<file path="src/rtl/stream_burst_writer.sv">
// -----------------------------------------------------------------------------
// stream_burst_writer
//
// Drains the 64-bit camera stream FIFO (first-word-fall-through read side)
// into frame memory as fixed-length AXI3-style write bursts. One burst moves
// through an address phase, a data phase and a response phase. Bursts walk a
// linear frame buffer upward from a base address. The block pulses frame_done
// after each frame and keeps a sticky error flag for non-OKAY responses.
//
// Optional feature macro: STREAMWR_DBLBUF_EN
//   When defined, a second base address (frame_base2) is latched on start.
//   A bank bit then alternates frames between the two buffers, and bank_rd
//   reports the bank that holds the last completed frame.
//
// Ports
//   fclk, rst            clock; synchronous active-high reset
//   start, stop          arm the writer / halt at the next frame boundary
//   frame_base           frame buffer base (BURST_LEN*8-byte aligned)
//   frame_base2          second buffer base       (STREAMWR_DBLBUF_EN only)
//   frame_bursts         frame size in bursts; 0 behaves as 1
//   fifo_dout/valid/rd   FIFO head word, not-empty flag, pop strobe
//   burst_valid          FIFO holds at least one full burst
//   aw*                  write address channel (awlen is constant)
//   w*                   write data channel
//   bvalid/bready/bresp  write response channel
//   busy                 writer active or armed
//   frame_done           1-cycle pulse after the last response of a frame
//   err                  sticky: some response was not OKAY
//   bank_rd              bank of last completed frame (STREAMWR_DBLBUF_EN only)
// -----------------------------------------------------------------------------
module stream_burst_writer #(
   parameter int ADDR_W    = 32,
   parameter int BURST_LEN = 16,
   parameter int FBURST_W  = 16
) (
   input  logic                fclk,
   input  logic                rst,
   input  logic                start,
   input  logic                stop,
   input  logic [ADDR_W-1:0]   frame_base,
`ifdef STREAMWR_DBLBUF_EN
   input  logic [ADDR_W-1:0]   frame_base2,
   output logic                bank_rd,
`endif
   input  logic [FBURST_W-1:0] frame_bursts,
   input  logic [63:0]         fifo_dout,
   input  logic                fifo_valid,
   output logic                fifo_rd,
   input  logic                burst_valid,
   output logic [ADDR_W-1:0]   awaddr,
   output logic [3:0]          awlen,
   output logic                awvalid,
   input  logic                awready,
   output logic [63:0]         wdata,
   output logic                wvalid,
   input  logic                wready,
   output logic                wlast,
   input  logic                bvalid,
   output logic                bready,
   input  logic [1:0]          bresp,
   output logic                busy,
   output logic                frame_done,
   output logic                err
);

   localparam int                 BEAT_W      = (BURST_LEN > 1) ? $clog2(BURST_LEN) : 1;
   localparam logic [BEAT_W-1:0]  LAST_BEAT   = BEAT_W'(BURST_LEN - 1);
   localparam logic [ADDR_W-1:0]  BURST_BYTES = ADDR_W'(BURST_LEN * 8);

   typedef enum logic [1:0] {
      S_IDLE = 2'd0,
      S_ADDR = 2'd1,
      S_DATA = 2'd2,
      S_RESP = 2'd3
   } state_t;

   state_t                state_q, state_d;
   logic                  armed_q, armed_d;
   logic                  stop_pend_q, stop_pend_d;
   logic [ADDR_W-1:0]     base_q, base_d;
   logic [FBURST_W-1:0]   fbursts_q, fbursts_d;
   logic [ADDR_W-1:0]     addr_q, addr_d;
   logic [FBURST_W-1:0]   bcnt_q, bcnt_d;
   logic [BEAT_W-1:0]     beat_q, beat_d;
   logic                  err_q, err_d;
   logic                  frame_done_q, frame_done_d;
`ifdef STREAMWR_DBLBUF_EN
   logic [ADDR_W-1:0]     base2_q, base2_d;
   logic                  bank_q, bank_d;
   logic                  bank_rd_q, bank_rd_d;
`endif

   logic w_hs;
   logic start_ok;

   // The data channel only offers a beat while the FIFO has one, and the FIFO
   // is popped exactly when that beat is accepted.
   assign wvalid   = (state_q == S_DATA) && fifo_valid;
   assign w_hs     = wvalid && wready;
   assign fifo_rd  = w_hs;
   assign start_ok = start && (state_q == S_IDLE) && !armed_q;

   always_comb begin
      // NOTE: every _d defaults to its _q value first, so no path through this block leaves a latch.
      state_d      = state_q;
      armed_d      = armed_q;
      stop_pend_d  = stop_pend_q;
      base_d       = base_q;
      fbursts_d    = fbursts_q;
      addr_d       = addr_q;
      bcnt_d       = bcnt_q;
      beat_d       = beat_q;
      err_d        = err_q;
      frame_done_d = 1'b0;
`ifdef STREAMWR_DBLBUF_EN
      base2_d      = base2_q;
      bank_d       = bank_q;
      bank_rd_d    = bank_rd_q;
`endif

      // A stop only has meaning while the writer is armed. It is held until
      // the frame's last response arrives.
      if (stop && armed_q) begin
         stop_pend_d = 1'b1;
      end

      case (state_q)
         S_IDLE: begin
            // Waiting for a full burst prevents an underrun from ever splitting a burst.
            if (armed_q && burst_valid) begin
               state_d = S_ADDR;
            end
         end
         S_ADDR: begin
            if (awready) begin
               state_d = S_DATA;
               beat_d  = '0;
            end
         end
         S_DATA: begin
            if (w_hs) begin
               beat_d = beat_q + 1'b1;
               if (beat_q == LAST_BEAT) begin
                  state_d = S_RESP;
               end
            end
         end
         S_RESP: begin
            if (bvalid) begin
               err_d   = err_q | (bresp != 2'b00);
               state_d = S_IDLE;
               if (bcnt_q == fbursts_q - FBURST_W'(1)) begin
                  frame_done_d = 1'b1;
                  bcnt_d       = '0;
`ifdef STREAMWR_DBLBUF_EN
                  bank_d       = ~bank_q;
                  bank_rd_d    = bank_q;
                  addr_d       = bank_q ? base_q : base2_q;
`else
                  addr_d       = base_q;
`endif
                  // A stop that arrives with the final response still ends this frame.
                  if (stop_pend_q || stop) begin
                     armed_d     = 1'b0;
                     stop_pend_d = 1'b0;
                  end
               end else begin
                  addr_d = addr_q + BURST_BYTES;
                  bcnt_d = bcnt_q + 1'b1;
               end
            end
         end
         default: state_d = S_IDLE;
      endcase

      // A start is accepted only when the writer is idle and unarmed. It
      // overrides a stop in the same cycle.
      if (start_ok) begin
         armed_d     = 1'b1;
         stop_pend_d = 1'b0;
         base_d      = frame_base;
         fbursts_d   = (frame_bursts == '0) ? FBURST_W'(1) : frame_bursts;
         bcnt_d      = '0;
         err_d       = 1'b0;
`ifdef STREAMWR_DBLBUF_EN
         base2_d     = frame_base2;
         addr_d      = bank_q ? frame_base2 : frame_base;
`else
         addr_d      = frame_base;
`endif
      end
   end

   always_ff @(posedge fclk) begin
      // NOTE: the latched base and size are reset as well, even though start reloads them, so awaddr reads 0 out of reset.
      if (rst) begin
         state_q      <= S_IDLE;
         armed_q      <= 1'b0;
         stop_pend_q  <= 1'b0;
         base_q       <= '0;
         fbursts_q    <= FBURST_W'(1);
         addr_q       <= '0;
         bcnt_q       <= '0;
         beat_q       <= '0;
         err_q        <= 1'b0;
         frame_done_q <= 1'b0;
`ifdef STREAMWR_DBLBUF_EN
         base2_q      <= '0;
         bank_q       <= 1'b0;
         bank_rd_q    <= 1'b0;
`endif
      end else begin
         // NOTE: non-blocking assignments, so every flop samples the same pre-edge values.
         state_q      <= state_d;
         armed_q      <= armed_d;
         stop_pend_q  <= stop_pend_d;
         base_q       <= base_d;
         fbursts_q    <= fbursts_d;
         addr_q       <= addr_d;
         bcnt_q       <= bcnt_d;
         beat_q       <= beat_d;
         err_q        <= err_d;
         frame_done_q <= frame_done_d;
`ifdef STREAMWR_DBLBUF_EN
         base2_q      <= base2_d;
         bank_q       <= bank_d;
         bank_rd_q    <= bank_rd_d;
`endif
      end
   end

   assign awaddr     = addr_q;
   assign awlen      = 4'(BURST_LEN - 1);
   assign awvalid    = (state_q == S_ADDR);
   assign wdata      = (state_q == S_DATA) ? fifo_dout : 64'h0;
   assign wlast      = (state_q == S_DATA) && (beat_q == LAST_BEAT);
   assign bready     = (state_q == S_RESP);
   assign busy       = (state_q != S_IDLE) || armed_q;
   assign frame_done = frame_done_q;
   assign err        = err_q;
`ifdef STREAMWR_DBLBUF_EN
   assign bank_rd    = bank_rd_q;
`endif

endmodule
</file>
<file path="config.mk">
export PLATFORM = sky130hd
export DESIGN_NAME = stream_burst_writer
export DESIGN_NICKNAME = d
export VERILOG_FILES = /design/src/rtl/stream_burst_writer.sv
export SDC_FILE = /design/constraint.sdc
export NUM_CORES = 1
export LEC_CHECK = 0
export CAP_MARGIN = 20
export CORE_ASPECT_RATIO = 1.5
export CORE_UTILIZATION = 44
export DETAILED_ROUTE_END_ITERATION = 8
export HOLD_SLACK_MARGIN = 0.08
export PLACE_DENSITY = 0.81
export SLEW_MARGIN = 10
export SYNTH_ARGS = -nofsm -noshare
export SYNTH_HDL_FRONTEND = slang
export SYNTH_SLANG_ARGS = --single-unit
</file>
<file path="constraint.sdc">
create_clock -name fclk -period 7.9 [get_ports fclk]
set_clock_uncertainty 0.05 [all_clocks]
set_input_delay 1.58 -clock fclk [delete_from_list [all_inputs] [get_ports fclk]]
set_output_delay 1.58 -clock fclk [all_outputs]
set_load 0.02 [all_outputs]
</file>
==> results_dict.tcl, run 1 <==
set metrics [dict create \
    cp_data_arrival_time_ns 2.96 \
    numPortBuffers 226 \
    row_count 51 \
    ys.flop_type "dfxtp_1" \
    path_class "primary input to output pin" \
    synth_compound_area_frac 0.181 \
    status "finished clean" \
    postRouteAntennaNets 0 \
    setup-violations-final 0 \
    htreeDepth 3 \
    regArea_sq_mm 0.00212 \
    rsz0062_at_grt "no" \
    clkTransAtPathRegs_ns 0.07 \
    end_kind "output pin" \
    worstSkewPairLatency_ns 0.35 \
    num_vias 6233 \
    track_usage 0.257 \
    dp_cells 1118 \
    post_cts_resized 0 \
    drt_iter0_drc 420 \
    yosys-top-cells-count "138 x nand2_1, 106 x dfxtp_1, 89 x a21oi_1, 69 x and2_1, 59 x nor2_1" \
    power.density_mw_per_mm2 242 \
    synth.top_cell.area_share 0.359 \
    cts-root-buf "clkbuf_16" \
    fin_crit_ns 4.59 \
    diodes 0 \
    routed_wl_um 18600 \
    die_w_um 96.7 \
    fp.dieArea_sq_mm 0.0139 \
    start_util 0.452 \
    cts_tree "yes" \
    ys_ff_latch 106 \
    multi_input_area_sq_mm 0.00351 \
    worstPathMaxFanout 2 \
    power_leakage_nw 3.07 \
    synth-xor-area-share 0.0459 \
    ir_drop_v 0.000133 \
    yosys.area.top_type "dfxtp_1" \
    final_nets 1102 \
    syn_inst 776 \
    fin_area_sq_mm 0.00850 \
    ctsHoldBuffers 0 \
    grt_pass1_wl_um 28800 \
    tightest_slew_ns 1.02 \
    ys_warn_count 0 \
    drv_cap 0 \
    cts.path.max_buffers 2 \
    synth.avg_cell_area_sq_um 7.62 \
    ios 231 \
    core_area_sq_mm 0.0131 \
    synth.distinct_cells 68 \
    syn-cell-area_sq_mm 0.00592 \
    stdcell_count 1133 \
    synth_most_common_cell "nand2_1" \
    cts_sinks 106 \
    wl_per_cell_um 16.4 \
    startpoint_type "primary input" \
    slew_headroom 0.315 \
    global_route.overflow_total 0 \
    synth_area_leaders "dfxtp_1 36%, nand2_1 8.8%, a21oi_1 7.5%" \
    critical_path_required_ns 6.27 \
    numCtsBuffers 9 \
    synthMuxAreaShare 0.0294 \
    synth_edf_count 0 \
    die_y_um 144 \
    async_reset_ff_frac 0 \
    power_mw 2.06 \
    routabilityCongestion 0.843 \
    synth_top_family_by_area "simple AND/OR/NAND/NOR gates" \
    routed_via_density 5.50 \
    finalCritPeriodShare 0.581 \
    drc 0 \
    drive_above_1_share 0.0452 \
    hold_viol 0 \
    nFillCells 1136 \
    synth-simple-area-share 0.314 \
    grt_pass1_vias 5890 \
    synthAdderAreaFrac 0.0190 \
    area_growth_syn_to_layout_pct 43.6 \
    fmax_ghz 0.218 \
    hpwl_um 13600 \
    antenna_found_initial 0 \
    grt_max_degree 80 \
    seq_area_frac_synth 0.359 \
    dpl_cell_area_sq_mm 0.00821 \
    cts_setup_buffers 0 \
    final_max_slew_viol_count 0 \
    firstDrtPassIters 5 \
    setup-tns-final_ns 0 \
    hp-class "flop to flop" \
]
-- area by class of cell --
type / count / share of cell area
Tap cell: 159 / 0.0234
Sequential cell: 106 / 0.250
Inverter: 14 / 0.00618
Clock inverter: 5 / 0.00648
Timing Repair Buffer: 234 / 0.273
Multi-Input combinational cell: 605 / 0.414
Clock buffer: 10 / 0.0281
-- report_power, final --
| group | internal (mW) | switching [mW] |
|---|---|---|
| sequential | 0.617 | 0.0854 |
| combinational | 0.395 | 0.514 |
| clock | 0.252 | 0.198 |
-- final timing paths --
check	from	end	slack [ns]	cells after the start
min reg2reg	err	err	0.39	2
max	fifo_valid	fifo_rd	3.31	5
min	err	err	0.39	2
max reg2reg	fbursts_q[0]	awaddr[19]	4.12	12
-- flip-flops by register name, indices dropped and copies added, names as in the netlist --
name,cells
state_q,2
frame_done,1
awaddr,32
armed_q,1
stop_pend_q,1
err,1
bcnt_q,16
fbursts_q,16
base_q,32
beat_q,4
-- metal layers --
metal  vias to the layer above  wire, um  share of wire  GRT usage
li1                       3076         -              -          -
met1                      2893      6960           0.38      0.272
met2                       238     10100           0.54      0.507
met3                        26      1190          0.064     0.0498
met4                         0       337          0.018     0.0801
met5                         -         0              0          0
-- cell usage in the layout, fill, tap and decap left out, types with 8 or more instances in the layout --
cell / instances
a21oi_1: 89
and2_1: 69
and3_1: 10
buf_4: 8
clkbuf_16: 9
clkdlybuf4s50_1: 225
dfxtp_1: 106
ha_1: 9
inv_1: 14
nand2_1: 138
nand3_1: 24
nand4_1: 12
nor2_1: 57
nor3_1: 22
o21ai_0: 13
xnor2_1: 11
xor2_1: 20
-- cells by family (layout without fill, tap and decap cells) --
family,count (synthesis),in the layout
other,1,4
buffers and inverters,68,263
AO/OA/AOI/OAI,171,171
AND/OR/NAND/NOR,374,374
adder cells (fa/ha/maj),9,9
multiplexers,16,16
flip-flops,106,106
XOR/XNOR,31,31
-- critical path, stage by stage --
cell and delay (ns):
clkdlybuf4s50_1 0.44, and2_1 0.13, nand2_1 0.08, inv_1 0.11
clkdlybuf4s50_1 0.61
-- stage by stage --
step | utilization | hold slack [ns] | worst slack, ns
after floorplan | - | 0.381 | 4.20
after global placement | 0.627 | 0.387 | 3.32
after detailed placement | 0.627 | 0.386 | 3.32
after CTS | 0.650 | 0.396 | 3.32
after global routing | 0.650 | 0.413 | 3.24
final | 0.650 | 0.394 | 3.31
(Power assumes the default switching activity.)
==> run 2, diff against run 1 <==
==> constraint.sdc (replaced) <==
create_clock -name fclk -period 4.45 [get_ports fclk]
set_clock_uncertainty 0.05 [all_clocks]
set_input_delay 0.89 -clock fclk [delete_from_list [all_inputs] [get_ports fclk]]
set_output_delay 0.89 -clock fclk [all_outputs]
set_load 0.02 [all_outputs]
==> run 2 against run 1 <==
Against the previous run:
- wire length increased by 1.8%
- final cell count rose by 0.62%
- via count grew 0.34%
- critical path depth up 6
- setup slack got worse by 2.6 ns
- register-to-register slack lost 3.4 ns
- first-iteration DRC count decreased by 21%
- largest cell class unchanged
==> results_dict.tcl, run 2 (synthesized netlist as in run 1, its figures left out) <==
set metrics [dict create \
    final_nets 1107 \
    path_delay_family "simple AND/OR/NAND/NOR gates" \
    die_y_um 144 \
    r2r_cells 11 \
    power_leakage_nw 3.12 \
    cp_data_arrival_time_ns 3.93 \
    antenna_found_initial 1 \
    status "finished clean" \
    drive_above_1_share 0.0490 \
    htreeDepth 3 \
    grt_max_degree 64 \
    tightest_slew_ns 0.837 \
    cts-root-buf "clkbuf_16" \
    hp-class "flop to flop" \
    grt_use_met2 0.501 \
    cp_num_cells 11 \
    cts_setup_buffers 0 \
    area_growth_syn_to_layout_pct 45.2 \
    wl_per_cell_um 16.6 \
    fp.dieArea_sq_mm 0.0139 \
    numPortBuffers 226 \
    setup-violations-final 0 \
    busiest_layer "met2" \
    path_cells "inv_1 > ha_1 > nor4b_4 > a31oi_1 > nor4b_1 > and2_1 > nand4_1 > nor2_2 > mux2_2 > o32ai_1 > a2111oi_2" \
    die_w_um 96.7 \
    routed_via_density 5.49 \
    critical_path_required_ns 4.64 \
    start_util 0.452 \
    slew_headroom 0.441 \
    cts_sinks 106 \
    critPathBufInv 1 \
    worstSkewPairLatency_ns 0.35 \
    numCtsBuffers 9 \
    global_route.overflow_total 0 \
    fin_area_sq_mm 0.00859 \
    grt_pass1_wl_um 29800 \
    ir_drop_v 0.000302 \
    clkTransAtPathRegs_ns 0.07 \
    end_kind "flop" \
    fmax_ghz 0.267 \
    critPathMaxStageDelay_ns 0.60 \
    final_cell_mix "225 x clkdlybuf4s50_1, 138 x nand2_1, 106 x dfxtp_1, 89 x a21oi_1, 69 x and2_1" \
    drt_iter0_drc 332 \
    ctsHoldBuffers 0 \
    worstPathMaxFanout 14 \
    grtUsageMet3 0.0546 \
    final_max_slew_viol_count 0 \
    met1_usage 0.289 \
    preCtsSetupSlack_ns 0.800 \
    hold_viol 0 \
    track_usage 0.266 \
    hpwl_um 14100 \
    power.density_mw_per_mm2 442 \
    routed_wl_um 18900 \
    setup-tns-final_ns 0 \
    cts_tree "yes" \
    row_count 51 \
    rsz0062_at_grt "no" \
    post_cts_resized 0 \
    setup_ws_ns 0.711 \
    drc 0 \
    fin_crit_ns 3.74 \
    layout_commonest_cell "clkdlybuf4s50_1" \
    startpoint_type "flop" \
    core_area_sq_mm 0.0131 \
    path_class "flop to flop" \
    cts.path.max_buffers 2 \
    dpl_cell_area_sq_mm 0.00826 \
    drv_cap 0 \
    ios 231 \
    finalCritPeriodShare 0.840 \
    num_vias 6254 \
    firstDrtPassIters 5 \
    grt_pass1_vias 6054 \
    postRouteAntennaNets 0 \
    routabilityCongestion 0.876 \
    whs_path_depth 2 \
    crit_slowest_cell "nor2_2" \
]
[run 2: changes by cell type in the layout (fill, tap and decap cells not counted), sizes merged]
cell      change
bufinv        +2
clkbuf        +1
clkinv        -1
clkinvlp      -1
diode         +1
buf           +5
[run 2: final cells by class]
| type | instances | area (sq um) |
|---|---|---|
| diodes | 1 | 2.50 |
| clock buffers | 11 | 233 |
| clock inverters | 5 | 103 |
| fillers | 1088 | 4490 |
| inverters | 14 | 52.6 |
| multi-input cells | 605 | 3510 |
| flip-flops and latches | 106 | 2120 |
| well taps | 159 | 199 |
| repair buffers | 239 | 2370 |
[run 2: through the flow]
| step | hold WS [ns] | util | power (mW) | cells |
|---|---|---|---|---|
| final | 0.404 | 0.657 | 3.79 | 1140 |
| after floorplan | 0.381 | - | 2.25 | 779 |
| after detailed placement | 0.392 | 0.631 | 2.90 | 1123 |
| after global placement | 0.384 | 0.631 | 2.87 | 1123 |
| after global routing | 0.421 | 0.657 | 4.00 | 1140 |
| after CTS | 0.402 | 0.657 | 3.80 | 1139 |
[run 2: tightest hold or removal path, stage by stage (launching register included)]
cell     delay [ns]
dfxtp_1        0.31
nand2_1        0.05
a21oi_1        0.05
[run 2: power by group]
part	internal [mW]	total (mW)	switching (mW)
clock network	0.550	0.903	0.354
logic	0.725	1.64	0.917
registers	1.09	1.25	0.154
[run 2: final timing paths]
path | startpoint | slack, ns | endpoint
setup / recovery | fbursts_q[0] | 0.71 | awaddr[31]
setup reg to reg | fbursts_q[0] | 0.71 | awaddr[31]
hold / removal | base_q[14] | 0.40 | base_q[14]
hold reg to reg | base_q[14] | 0.40 | base_q[14]
[run 2: routing by layer]
metal | wire [um] | part of all wire | up-vias
met2 | 9860 | 0.52 | 227
met1 | 7230 | 0.38 | 2890
met3 | 1170 | 0.062 | 44
li1 | - | - | 3093
met5 | 0 | 0 | -
met4 | 629 | 0.033 | 0
